$ cat src/rtl/alu_mul_seq.sv
// alu_mul_seq: multi-cycle shift-add multiplier sequencing the shared ALU, low N bits of the product.
// Define SIGNED_MUL_EN for two's-complement operands (adds NEGA/NEGB/NEGP states).
module alu_mul_seq #(
    parameter int N = 32
) (
    input  logic         clk,
    input  logic         rst,
    input  logic         start,
    input  logic [N-1:0] op_a,
    input  logic [N-1:0] op_b,
    output logic         busy,
    output logic         done,
    output logic [N-1:0] product,
    output logic [N-1:0] alu_a,
    output logic [N-1:0] alu_b,
    output logic [3:0]   alu_sel,
    input  logic [N-1:0] alu_result,
    input  logic         alu_z
);
    localparam logic [3:0] SEL_ADD = 4'b0001;
    localparam logic [3:0] SEL_SHL = 4'b0011;
    localparam logic [3:0] SEL_SHR = 4'b0100;
    localparam logic [3:0] SEL_PASS = 4'b1000;
`ifdef SIGNED_MUL_EN
    localparam logic [3:0] SEL_SUB = 4'b0010;
    typedef enum logic [3:0] {IDLE, TEST, ADD, SHL, SHR, DONE, NEGA, NEGB, NEGP} state_t;
    logic s_q, s_d;
`else
    typedef enum logic [2:0] {IDLE, TEST, ADD, SHL, SHR, DONE} state_t;
`endif
    state_t state_q, state_d;
    logic [N-1:0] m_q, m_d, q_q, q_d, p_q, p_d, product_q, product_d;
    assign busy = state_q != IDLE;
    assign done = state_q == DONE;
    assign product = product_q;
    always_comb begin
        state_d = state_q;
        m_d = m_q;
        q_d = q_q;
        p_d = p_q;
        product_d = product_q;
        alu_a = '0;
        alu_b = '0;
        alu_sel = 4'b0000;
`ifdef SIGNED_MUL_EN
        s_d = s_q;
`endif
        case (state_q)
            IDLE: if (start) begin
                m_d = op_a;
                q_d = op_b;
                p_d = '0;
`ifdef SIGNED_MUL_EN
                s_d = op_a[N-1] ^ op_b[N-1];
                state_d = op_a[N-1] ? NEGA : op_b[N-1] ? NEGB : TEST;
`else
                state_d = TEST;
`endif
            end
            TEST: begin
                alu_a = q_q;
                alu_sel = SEL_PASS;
`ifdef SIGNED_MUL_EN
                state_d = alu_z ? (s_q ? NEGP : DONE) : q_q[0] ? ADD : SHL;
                product_d = (alu_z && !s_q) ? p_q : product_q;
`else
                state_d = alu_z ? DONE : q_q[0] ? ADD : SHL;
                product_d = alu_z ? p_q : product_q;
`endif
            end
            ADD: begin
                alu_a = p_q;
                alu_b = m_q;
                alu_sel = SEL_ADD;
                p_d = alu_result;
                state_d = SHL;
            end
            SHL: begin
                alu_a = m_q;
                alu_b = N'(1);
                alu_sel = SEL_SHL;
                m_d = alu_result;
                state_d = SHR;
            end
            SHR: begin
                alu_a = q_q;
                alu_b = N'(1);
                alu_sel = SEL_SHR;
                q_d = alu_result;
                state_d = TEST;
            end
`ifdef SIGNED_MUL_EN
            NEGA: begin
                alu_b = m_q;
                alu_sel = SEL_SUB;
                m_d = alu_result;
                state_d = q_q[N-1] ? NEGB : TEST;
            end
            NEGB: begin
                alu_b = q_q;
                alu_sel = SEL_SUB;
                q_d = alu_result;
                state_d = TEST;
            end
            NEGP: begin
                alu_b = p_q;
                alu_sel = SEL_SUB;
                p_d = alu_result;
                product_d = alu_result;
                state_d = DONE;
            end
`endif
            default: state_d = IDLE;
        endcase
    end
    always_ff @(posedge clk) begin
        if (rst) begin
            state_q <= IDLE;
            m_q <= '0;
            q_q <= '0;
            p_q <= '0;
            product_q <= '0;
`ifdef SIGNED_MUL_EN
            s_q <= 1'b0;
`endif
        end else begin
            state_q <= state_d;
            m_q <= m_d;
            q_q <= q_d;
            p_q <= p_d;
            product_q <= product_d;
`ifdef SIGNED_MUL_EN
            s_q <= s_d;
`endif
        end
    end
endmodule

$ cat config.mk
export PLATFORM = sky130hd
export DESIGN_NAME = alu_mul_seq
export DESIGN_NICKNAME = d
export VERILOG_FILES = /design/src/rtl/alu_mul_seq.sv
export SDC_FILE = /design/constraint.sdc
export NUM_CORES = 1
export LEC_CHECK = 0
export BUFFER_PORTS_ARGS = -buffer_cell sky130_fd_sc_hd__buf_2
export CAP_MARGIN = 25
export CORE_MARGIN = 2
export CORE_UTILIZATION = 40
export DETAILED_ROUTE_END_ITERATION = 10
export SYNTH_ARGS = -nofsm -noshare
export SYNTH_HDL_FRONTEND = slang
export SYNTH_SLANG_ARGS = --single-unit
$ cat constraint.sdc
create_clock -name clk -period 3 [get_ports clk]
set_clock_uncertainty 0.1 [all_clocks]
set_input_delay 0.15 -clock clk [delete_from_list [all_inputs] [get_ports clk]]
set_output_delay 0.15 -clock clk [all_outputs]
set_load 0.02 [all_outputs]
==> qor.yml, run 1 <==
outcome:
  outcome: "finished clean"
final_layout:
  most_common_cell_after_layout_fill_and_taps_aside: "buf_2"
  layout.cells.most_common_list: "200 x buf_2, 128 x dfxtp_1, 98 x nand2_1"
  final_layout_size_suffix_gt1_share_pct: 28.3
  fillers: 1551
  flow.area_growth_from_synthesis_pct: 37.9
  fin_util_pct: 56.2
  final_nets: 1137
  final_design_area_no_fill_sq_um: 9330
clocking:
  post_cts.repair.setup_buffers: 0
  tritoncts_num_sinks: 131
  clock_latency_ps: 420
  cts_resized: 0
  cts.clk_slew.worst_paths_ps: 50
  cts_htree_levels: 4
  root_driver: "clkbuf_16"
  clock_path_buffers: 2
  numCtsBuffers: 17
  cts_tree: "built"
timing:
  worst_pin_slew_ps: 787
  postLayoutSetupSlackWorst_ps: 575
  setup_tns_ps: 0
  maxSlewViolCount: 0
  fmax_ghz: 0.412
  grt_setup_unrepaired: "false"
  timing.final.crit_period_ps: 2430
  post-route-period-util_pct: 80.8
  final_hold_viol_count: 0
  report.final.setup_viol: 0
  slew_headroom_pct: 47.5
critical_path:
  worstPathArrival_ps: 2180
  cp.required_ps: 2750
  start_kind: "flip-flop"
  path_max_fanout: 28
  critical_path_type: "reg2out"
  worstSetupEndpointType: "output pin"
synthesis:
  yosys.area_share.adder_pct: 0
  yosysWarningCount: 0
  synth-simple-area-share_pct: 14.2
  muxShareOfSynthArea_pct: 9.62
  synthFlopType: "dfxtp_1"
  main_combinational_cell_family_by_area_after_synthesis: "compound AO/OA/AOI/OAI gates"
  synth_largest_type_area_fraction_pct: 38.8
  synth.net_count: 890
  syn-mean-instance-area_sq_um: 8.56
  synthCells: 790
  ys_seq_elements: 131
  synth.cell_area_sq_um: 6760
  compound_gate_portion_of_the_synthesized_area_pct: 29.3
  async_flop_share_pct: 0
  synth-edff-count: 0
  synth-xor-area-share_pct: 0.129
  cell_type_with_the_highest_aggregate_area_in_the_netlist: "dfxtp_1"
  part_of_the_yosys_area_used_for_sequential_elements_pct: 38.8
  synth_top_cells_by_area: "dfxtp_1 39%, mux2i_1 9.6%, a21oi_1 7.2%"
  synthDistinctLibCells: 34
placement:
  io_buffers: 201
  dp_hpwl_um: 14300
  dpl-instance-area_sq_um: 7890
  globalplace.congestion: 0.786
  worst_setup_slack_post_dpl_ps: 866
floorplan:
  core_sq_um: 16600
  fp-row-count: 47
  dieArea_sq_um: 18000
  chipWidth_um: 134
  height_of_the_die_um: 134
  top_level_ports: 202
  start_util_pct: 40.8
pwr:
  clock_power_share_pct: 37.2
  power_density_nw_per_um2: 559
  switching_power_as_a_share_of_total_power_pct: 31.1
  vdd.ir_drop.worst_v: 0.000467
  power.share.sequential_pct: 38.6
  combPwrFrac_pct: 24.2
  power.internal_uw: 3590
  switchingPower_uw: 1620
  leakagePower_uw: 0.00374
grt:
  gr-usage-all-layers_pct: 25.6
  grt_pass1_wl_um: 36100
  gr_layer_usage_met3_pct: 4.72
  gr-usage-met1_pct: 33.4
  grt-ovfl-total: 0
  number_of_antenna_violations_at_the_first_check_in_global_routing: 2
  via_count_of_the_first_global_routing_pass: 6728
  grt-busiest-layer: "met2"
  grt_start_max_net_pins: 57
  grtUsageMet2_pct: 42.6
hold_path:
  holdCritPathClass: "in2reg"
detailed_routing:
  viasPerCell: 5.45
  postRouteWirelength_um: 22800
  antenna_left: 0
  vias: 6917
  routedWlPerCell_um: 18.0
  detail_route.drc_violations: 0
  dr.first_iter.drc_count: 402
  drtPass1Iterations: 5
flow_run:
  max_cap_violations: 0
metrics by stage:
step	total power (uW)	hold WS [ps]	instances
finish	5210	10.2	1269
global placement	3210	317	1150
detailed placement	3220	319	1150
CTS	5240	6.29	1268
global route	5450	16.9	1268
floorplan	2830	186	790
state kept, by name, summed over array words and instances (netlist names):
| register | flops |
|---|---|
| p_q | 32 |
| state_q | 3 |
| q_q | 32 |
| product | 32 |
| m_q | 32 |
power groups by stage:
stage	Sequential, uW	Clock [uW]	Combinational [uW]
finish	2010	1940	1260
global route	2030	2050	1360
CTS	2010	1970	1260
detailed placement	2050	0	1170
global placement	2040	0	1170
floorplan	1990	0	837
cell type report:
| type | count | area [sq um] | area share (%) |
|---|---|---|---|
| clock buffer | 26 | 531 | 5.69 |
| sequential | 131 | 2630 | 28.2 |
| inverter | 35 | 131 | 1.41 |
| multi-input combinational | 540 | 3630 | 39.0 |
| antenna | 1 | 2.50 | 0.0268 |
| tap | 220 | 275 | 2.95 |
| clock inverter | 4 | 20.0 | 0.215 |
| timing repair buffer | 312 | 2100 | 22.5 |
repair_timing:
item / in CTS / in global routing
endpoints found under the hold margin: 88 / 0
hold buffers: 88 / 0
setup endpoints to repair: 0 / 0
cell families after synthesis:
| group | Yosys count |
|---|---|
| multiplexers | 65 |
| XOR/XNOR | 1 |
| AO/OA/AOI/OAI | 260 |
| AND/OR/NAND/NOR | 214 |
| flip-flops | 131 |
| buffers and inverters | 119 |
cells in the mapped netlist (all sizes together), types with 2 or more instances:
master,n
a2111oi,32
a211oi,32
a21oi,97
a32o,31
and2,33
buf,41
clkbuf,43
dfxtp,131
inv,35
mux2i,65
nand2,98
nor2,70
nor3b,2
o21ai,34
o2bb2ai,31
or2,3
path summary, 6_finish.rpt:
kind	start	endpoint	slack, ps	depth (start not counted)
worst min-delay path	alu_z	state_q[2]$_SDFFE_PP0P_	10	3
worst max register to register	state_q[2]$_SDFFE_PP0P_	q_q[5]$_SDFFE_PP0P_	810	4
worst min register to register	product[20]$_SDFFE_PP0P_	product[20]$_SDFFE_PP0P_	350	2
worst max-delay path	state_q[0]$_SDFFE_PP0P_	alu_a[25]	570	5
routing by layer:
metal	vias up	wire length, um	share of wire [%]
li1	3319	-	-
met1	3285	10100	44
met2	273	10900	48
met3	38	1390	6.1
met4	2	495	2.2
met5	-	13	0.057
worst max-delay path: stages (launching register included):
cell	delay [ps]
dfxtp_4	590
xnor2_1	190
nor2_4	390
buf_12	230
o2bb2ai_1	160
buf_2	200
Note: power is estimated with default switching activity, not from simulation.
==> run 2, diff against run 1 <==
- PLACE_DENSITY: unset -> 0.67
- clock period: 3 -> 2.15 ns (I/O delays scaled with it)
==> qor.yml, run 2 (synthesis gave the netlist of run 1 again) <==
placement:
  dpl-instance-area_sq_um: 7960  # was 7890 sq um
  dp_hpwl_um: 14600  # was 14,300 um
  io_buffers: 201  # unchanged
  globalplace.congestion: 0.802  # was 0.786
timing:
  report.final.setup_viol: 0  # unchanged
  post-route-period-util_pct: 99.0
  final_hold_viol_count: 0  # unchanged
  maxSlewViolCount: 0  # unchanged
  worst_pin_slew_ps: 806  # was 787 ps
  slew_headroom_pct: 46.3  # was 47.5%
  fmax_ghz: 0.470
  grt_setup_unrepaired: "true"  # was false
  timing.final.crit_period_ps: 2130
final_layout:
  fin_util_pct: 60.4  # was 56.2%
  flow.area_growth_from_synthesis_pct: 48.1  # was 37.9%
  layout.cells.most_common_list: "181 x buf_2, 128 x dfxtp_1, 98 x nand2_1"  # was 200 x buf_2, 128 x dfxtp_1, 98 x nand2_1
  final_nets: 1180  # was 1,137
  final_layout_size_suffix_gt1_share_pct: 30.6  # was 28.3%
  final_design_area_no_fill_sq_um: 10000  # was 9330 sq um
  most_common_cell_after_layout_fill_and_taps_aside: "buf_2"  # unchanged
pwr:
  clock_power_share_pct: 39.2  # was 37.2%
  vdd.ir_drop.worst_v: 0.000613  # was 0.000467 V
  power.share.sequential_pct: 35.1  # was 38.6%
  power_density_nw_per_um2: 792  # was 559 nW/um^2
  combPwrFrac_pct: 25.8  # was 24.2%
  leakagePower_uw: 0.00405  # was 0.00374 uW
  power.internal_uw: 5520  # was 3590 uW
  switching_power_as_a_share_of_total_power_pct: 30.4  # was 31.1%
  switchingPower_uw: 2410  # was 1620 uW
floorplan:
  chipWidth_um: 134  # unchanged
  height_of_the_die_um: 134  # unchanged
  top_level_ports: 202  # unchanged
  start_util_pct: 40.8  # unchanged
  dieArea_sq_um: 18000  # unchanged
  core_sq_um: 16600  # unchanged
  fp-row-count: 47  # unchanged
critical_path:
  setup.worst_path.start: "state_q[0]$_SDFFE_PP0P_"  # unchanged
  critical_path_type: "reg2out"  # unchanged
  worst-r2r-cell-count: 7  # was 4
  worstSetupEndpointType: "output pin"  # unchanged
  cp.required_ps: 1940  # was 2750 ps
  setup.worst_path.end: "alu_b[7]"  # was alu_a[25]
  reg2reg_to: "p_q[23]$_SDFFE_PP0P_"  # was q_q[5]$_SDFFE_PP0P_
  worstPathArrival_ps: 1920  # was 2180 ps
  critical_path.cell_chain: "buf_12, nor3b_4, clkbuf_16, and2_1, buf_6"  # was xnor2_1, nor2_4, buf_12, o2bb2ai_1, buf_2
  path_max_fanout: 14  # was 28
  reg2reg_from: "state_q[0]$_SDFFE_PP0P_"  # was state_q[2]$_SDFFE_PP0P_
  start_kind: "flip-flop"  # unchanged
  worst_reg2reg_setup_slack_ps: 220  # was 810 ps
  cpMaxStageDelayCell: "nor3b_4"  # was dfxtp_4
  critPathMaxStageDelay_ps: 400  # was 590 ps
detailed_routing:
  drtPass1Iterations: 5  # unchanged
  detail_route.drc_violations: 0  # unchanged
  antenna_left: 0  # unchanged
  postRouteWirelength_um: 24700  # was 22,800 um
  dr.first_iter.drc_count: 436  # was 402
  routedWlPerCell_um: 18.8  # was 18.0 um
  vias: 7307  # was 6,917
  viasPerCell: 5.56  # was 5.45
flow_run:
  max_cap_violations: 0  # unchanged
clocking:
  cts.clk_slew.worst_paths_ps: 60  # was 50 ps
  clock_path_buffers: 2  # unchanged
  cts_tree: "built"  # unchanged
  numCtsBuffers: 17  # unchanged
  cts_htree_levels: 4  # unchanged
  clock_latency_ps: 420  # about the same
  tritoncts_num_sinks: 131  # unchanged
  root_driver: "clkbuf_16"  # unchanged
hold_path:
  whs_path_depth: 2  # was 3
  holdCritPathClass: "in2reg"  # unchanged
grt:
  gr-usage-all-layers_pct: 26.2  # was 25.6%
  via_count_of_the_first_global_routing_pass: 6906  # was 6,728
  grt-ovfl-total: 0  # unchanged
  grt_start_max_net_pins: 58  # was 57
  number_of_antenna_violations_at_the_first_check_in_global_routing: 2  # unchanged
  grt_pass1_wl_um: 37000  # was 36,100 um
outcome:
  outcome: "finished clean"  # unchanged
-- run 2: cell count changes in the layout (fill, tap and decap cells not counted), moves of 2 or more --
cell           before  now
buf_4              21   56
clkinvlp_4          0    2
buf_12              3   10
buf_6               0    5
bufinv_16           0    3
dlygate4sd3_1      88   97
clkbuf_16          18   22
buf_2             200  181
-- run 2: cell type report --
cell class                 instances  area [sq um]
inverter                          35           131
multi-input combinational        541          3650
sequential                       131          2630
tap                              220           275
clock buffer                      24           513
antenna                            1          2.50
fill                            1467          6570
clock inverter                     8           120
timing repair buffer             354          2690
-- run 2: worst min-delay path by stage --
stage                              end      startpoint
6_report           p_q[0]$_SDFFE_PP0P_             rst
5_1_grt            p_q[0]$_SDFFE_PP0P_             rst
3_3_place_gp       p_q[9]$_SDFFE_PP0P_   alu_result[9]
2_1_floorplan      p_q[0]$_SDFFE_PP0P_   alu_result[0]
4_1_cts        product[0]$_SDFFE_PP0P_             rst
3_5_place_dp      p_q[28]$_SDFFE_PP0P_  alu_result[28]
-- run 2: power groups by stage --
| stage | Clock, uW | Combinational, uW | Sequential [uW] |
|---|---|---|---|
| floorplan | 0 | 1170 | 2780 |
| global placement | 0 | 1650 | 2840 |
| detailed placement | 0 | 1670 | 2840 |
| CTS | 3140 | 1890 | 2790 |
| global route | 3230 | 2180 | 2800 |
| finish | 3110 | 2040 | 2780 |
-- run 2: repair_timing --
action | 4_1_cts | 5_1_grt
cloned | 2 | 4
gates resized for setup | 7 | 29
endpoints found under the setup margin | 62 | 56
hold buffers | 97 | 0
buffers inserted | 7 | 17
endpoints found under the hold margin | 98 | 0
pin swaps | 2 | 0
-- run 2: layer usage --
| metal | up-vias | share of wire [%] | global-route usage (%) |
|---|---|---|---|
| li1 | 3413 | - | - |
| met3 | 56 | 7.9 | 5.59 |
| met5 | - | 0 | 0 |
| met1 | 3499 | 41 | 32.6 |
| met4 | 0 | 2.9 | 10.4 |
| met2 | 339 | 48 | 44.5 |
-- run 2: worst max-delay path: cells and delay by family, from the launching register on --
family	cells	cell delay (ps)
buf+inv	3	550
simple gates	2	560
flops	1	380
-- run 2: per-stage QoR --
stage / power, uW / instances / setup WS, ps / hold WS, ps / TNS [ps]
finish: 7930 / 1314 / 20.9 / 77.1 / 0
global route: 8220 / 1313 / -67.0 / 72.5 / -905
detailed placement: 4510 / 1154 / 148 / 278 / 0
CTS: 7830 / 1292 / 6.26 / 62.7 / 0
floorplan: 3940 / 790 / 465 / 144 / 0
global placement: 4490 / 1154 / 223 / 279 / 0
==> run 3, diff against run 2 <==
- MAX_ROUTING_LAYER: unset -> met4
==> qor.yml, run 3 (synthesis gave the netlist of run 1 again) <==
critical_path:
  worstSetupEndpointType: "output pin"  # unchanged
  setup.worst_path.start: "state_q[0]$_SDFFE_PP0P_"  # unchanged
  critical_path_type: "reg2out"  # unchanged
  critical_path.cell_chain: "buf_12, nor3b_4, clkbuf_16, and2_4, buf_6"  # was buf_12, nor3b_4, clkbuf_16, and2_1, buf_6
  cp.required_ps: 1940  # about the same
  reg2reg_from: "state_q[0]$_SDFFE_PP0P_"  # unchanged
  critPathMaxStageDelay_ps: 470  # was 400 ps
  start_kind: "flip-flop"  # unchanged
  worstPathArrival_ps: 1920  # about the same
  worst_reg2reg_setup_slack_ps: 190  # was 220 ps
  cpMaxStageDelayCell: "nor3b_4"  # unchanged
  path_max_fanout: 7  # was 14
grt:
  gr-usage-all-layers_pct: 27.0  # was 26.2%
  via_count_of_the_first_global_routing_pass: 6906  # unchanged
  grt-ovfl-total: 0  # unchanged
  number_of_antenna_violations_at_the_first_check_in_global_routing: 1  # was 2
  grt_start_max_net_pins: 58  # unchanged
  grt_pass1_wl_um: 37000  # unchanged
clocking:
  numCtsBuffers: 17  # unchanged
  clock_path_buffers: 2  # unchanged
  cts.clk_slew.worst_paths_ps: 60  # about the same
  cts_htree_levels: 4  # unchanged
  tritoncts_num_sinks: 131  # unchanged
  root_driver: "clkbuf_16"  # unchanged
  cts_tree: "built"  # unchanged
  clock_latency_ps: 420  # about the same
placement:
  dp_hpwl_um: 14600  # unchanged
  globalplace.congestion: 0.814  # was 0.802
  placed_cells_incl_taps: 1154  # unchanged
  io_buffers: 201  # unchanged
  worst_setup_slack_post_dpl_ps: 148  # unchanged
detailed_routing:
  drtPass1Iterations: 7  # was 5
  routedWlPerCell_um: 19.0  # was 18.8 um
  route.met2.wl_um: 12100  # was 11,800 um
  vias: 7374  # was 7,307
  viasPerCell: 5.58  # was 5.56
  detail_route.drc_violations: 0  # unchanged
  routed.top_layer: "met4"  # unchanged
  detail_route.wirelength.met1_um: 10400  # was 10,200 um
  antenna_left: 0  # unchanged
  dr.first_iter.drc_count: 506  # was 436
  dr_wl_met3_um: 1850  # was 1950 um
  postRouteWirelength_um: 25100  # was 24,700 um
timing:
  timing.final.crit_period_ps: 2130  # about the same
  worst_pin_slew_ps: 769  # was 806 ps
  postLayoutSetupSlackWorst_ps: 22.4  # was 20.9 ps
  final_hold_viol_count: 0  # unchanged
  fmax_ghz: 0.470  # about the same
  post-route-period-util_pct: 99.0  # about the same
  maxSlewViolCount: 0  # unchanged
  report.final.setup_viol: 0  # unchanged
  grt_setup_unrepaired: "true"  # unchanged
  slew_headroom_pct: 48.7  # was 46.3%
final_layout:
  multiInputGateArea_sq_um: 3690  # was 3650 sq um
  regArea_sq_um: 2630  # unchanged
  most_common_cell_after_layout_fill_and_taps_aside: "buf_2"  # unchanged
  layout.cells.most_common_list: "182 x buf_2, 128 x dfxtp_1, 98 x nand2_1"  # was 181 x buf_2, 128 x dfxtp_1, 98 x nand2_1
  final_layout_size_suffix_gt1_share_pct: 32.2  # was 30.6%
  fillers: 1443  # was 1,467
  layout.cells.non_filler: 1322  # was 1,314
  flow.area_growth_from_synthesis_pct: 50.0  # was 48.1%
  final_nets: 1188  # was 1,180
floorplan:
  fp-row-count: 47  # unchanged
  dieArea_sq_um: 18000  # unchanged
  height_of_the_die_um: 134  # unchanged
  top_level_ports: 202  # unchanged
  start_util_pct: 40.8  # unchanged
  chipWidth_um: 134  # unchanged
  core_sq_um: 16600  # unchanged
pwr:
  power_density_nw_per_um2: 786  # was 792 nW/um^2
  totalPowerFinal_uw: 7980  # was 7930 uW
  leakagePower_uw: 0.00412  # was 0.00405 uW
  vdd.ir_drop.worst_v: 0.000607  # was 0.000613 V
flow_run:
  max_cap_violations: 0  # unchanged
outcome:
  outcome: "finished clean"  # unchanged
hold_path:
  holdCritPathClass: "in2reg"  # unchanged
  hold_path_startpoint: "rst"  # unchanged
-- run 3: changes by cell type in the layout (fill, tap and decap cells not counted) --
cell | before | now
xnor2_2 | 1 | 0
buf_2 | 181 | 182
xnor2_4 | 0 | 1
and2_4 | 0 | 12
buf_4 | 56 | 54
and2_1 | 32 | 20
buf_6 | 5 | 14
-- run 3: final cells by class --
| type | count | share of cell area, % |
|---|---|---|
| flip-flops and latches | 131 | 26.0 |
| clock inverters | 8 | 1.18 |
| well taps | 220 | 2.71 |
| inverters | 35 | 1.29 |
| clock buffers | 24 | 5.05 |
| diodes | 1 | 0.0247 |
| repair buffers | 362 | 27.4 |
| multi-input cells | 541 | 36.4 |
-- run 3: path summary, 6_finish.rpt --
| check | endpoint | depth (start not counted) |
|---|---|---|
| worst max-delay path | alu_b[7] | 5 |
| worst min register to register | product[14]$_SDFFE_PP0P_ | 2 |
| worst min-delay path | product[0]$_SDFFE_PP0P_ | 2 |
| worst max register to register | p_q[30]$_SDFFE_PP0P_ | 7 |
-- run 3: layer usage --
layer  track usage, %  vias up
li1                 -     3423
met1             33.1     3507
met2             44.4      382
met3             4.91       62
met4             10.4        0
met5                -        -
-- run 3: metrics by stage --
step / hold WS [ps] / TNS (ps) / utilization [%] / instance area [sq um]
floorplan: 144 / 0 / - / 6760
global placement: 279 / 0 / 48.0 / 7960
detailed placement: 278 / 0 / 48.0 / 7960
CTS: 62.7 / 0 / 58.5 / 9690
global route: 78.7 / -1270 / 61.2 / 10100
finish: 67.7 / 0 / 61.2 / 10100
-- run 3: worst max-delay path, delay by kind of cell (launching register included) --
| kind | cells | cell delay [ps] |
|---|---|---|
| and+or+nand+nor | 2 | 620 |
| buffers and inverters | 3 | 520 |
| DFF | 1 | 370 |
-- run 3: repair_timing --
item                                    CTS  global route
pin swaps                                 2             2
gates cloned                              2             6
gates resized for setup                   7            50
endpoints found under the setup margin   62            57
endpoints found under the hold margin    98             0
buffers inserted                          7            23
hold buffers                             97             0
-- run 3: where the power goes --
part	switching [uW]	total, uW	internal (uW)	leakage, uW
Clock	1090	3110	2010	0.000307
Combinational	1190	2090	902	0.00274
Sequential	149	2780	2630	0.00107
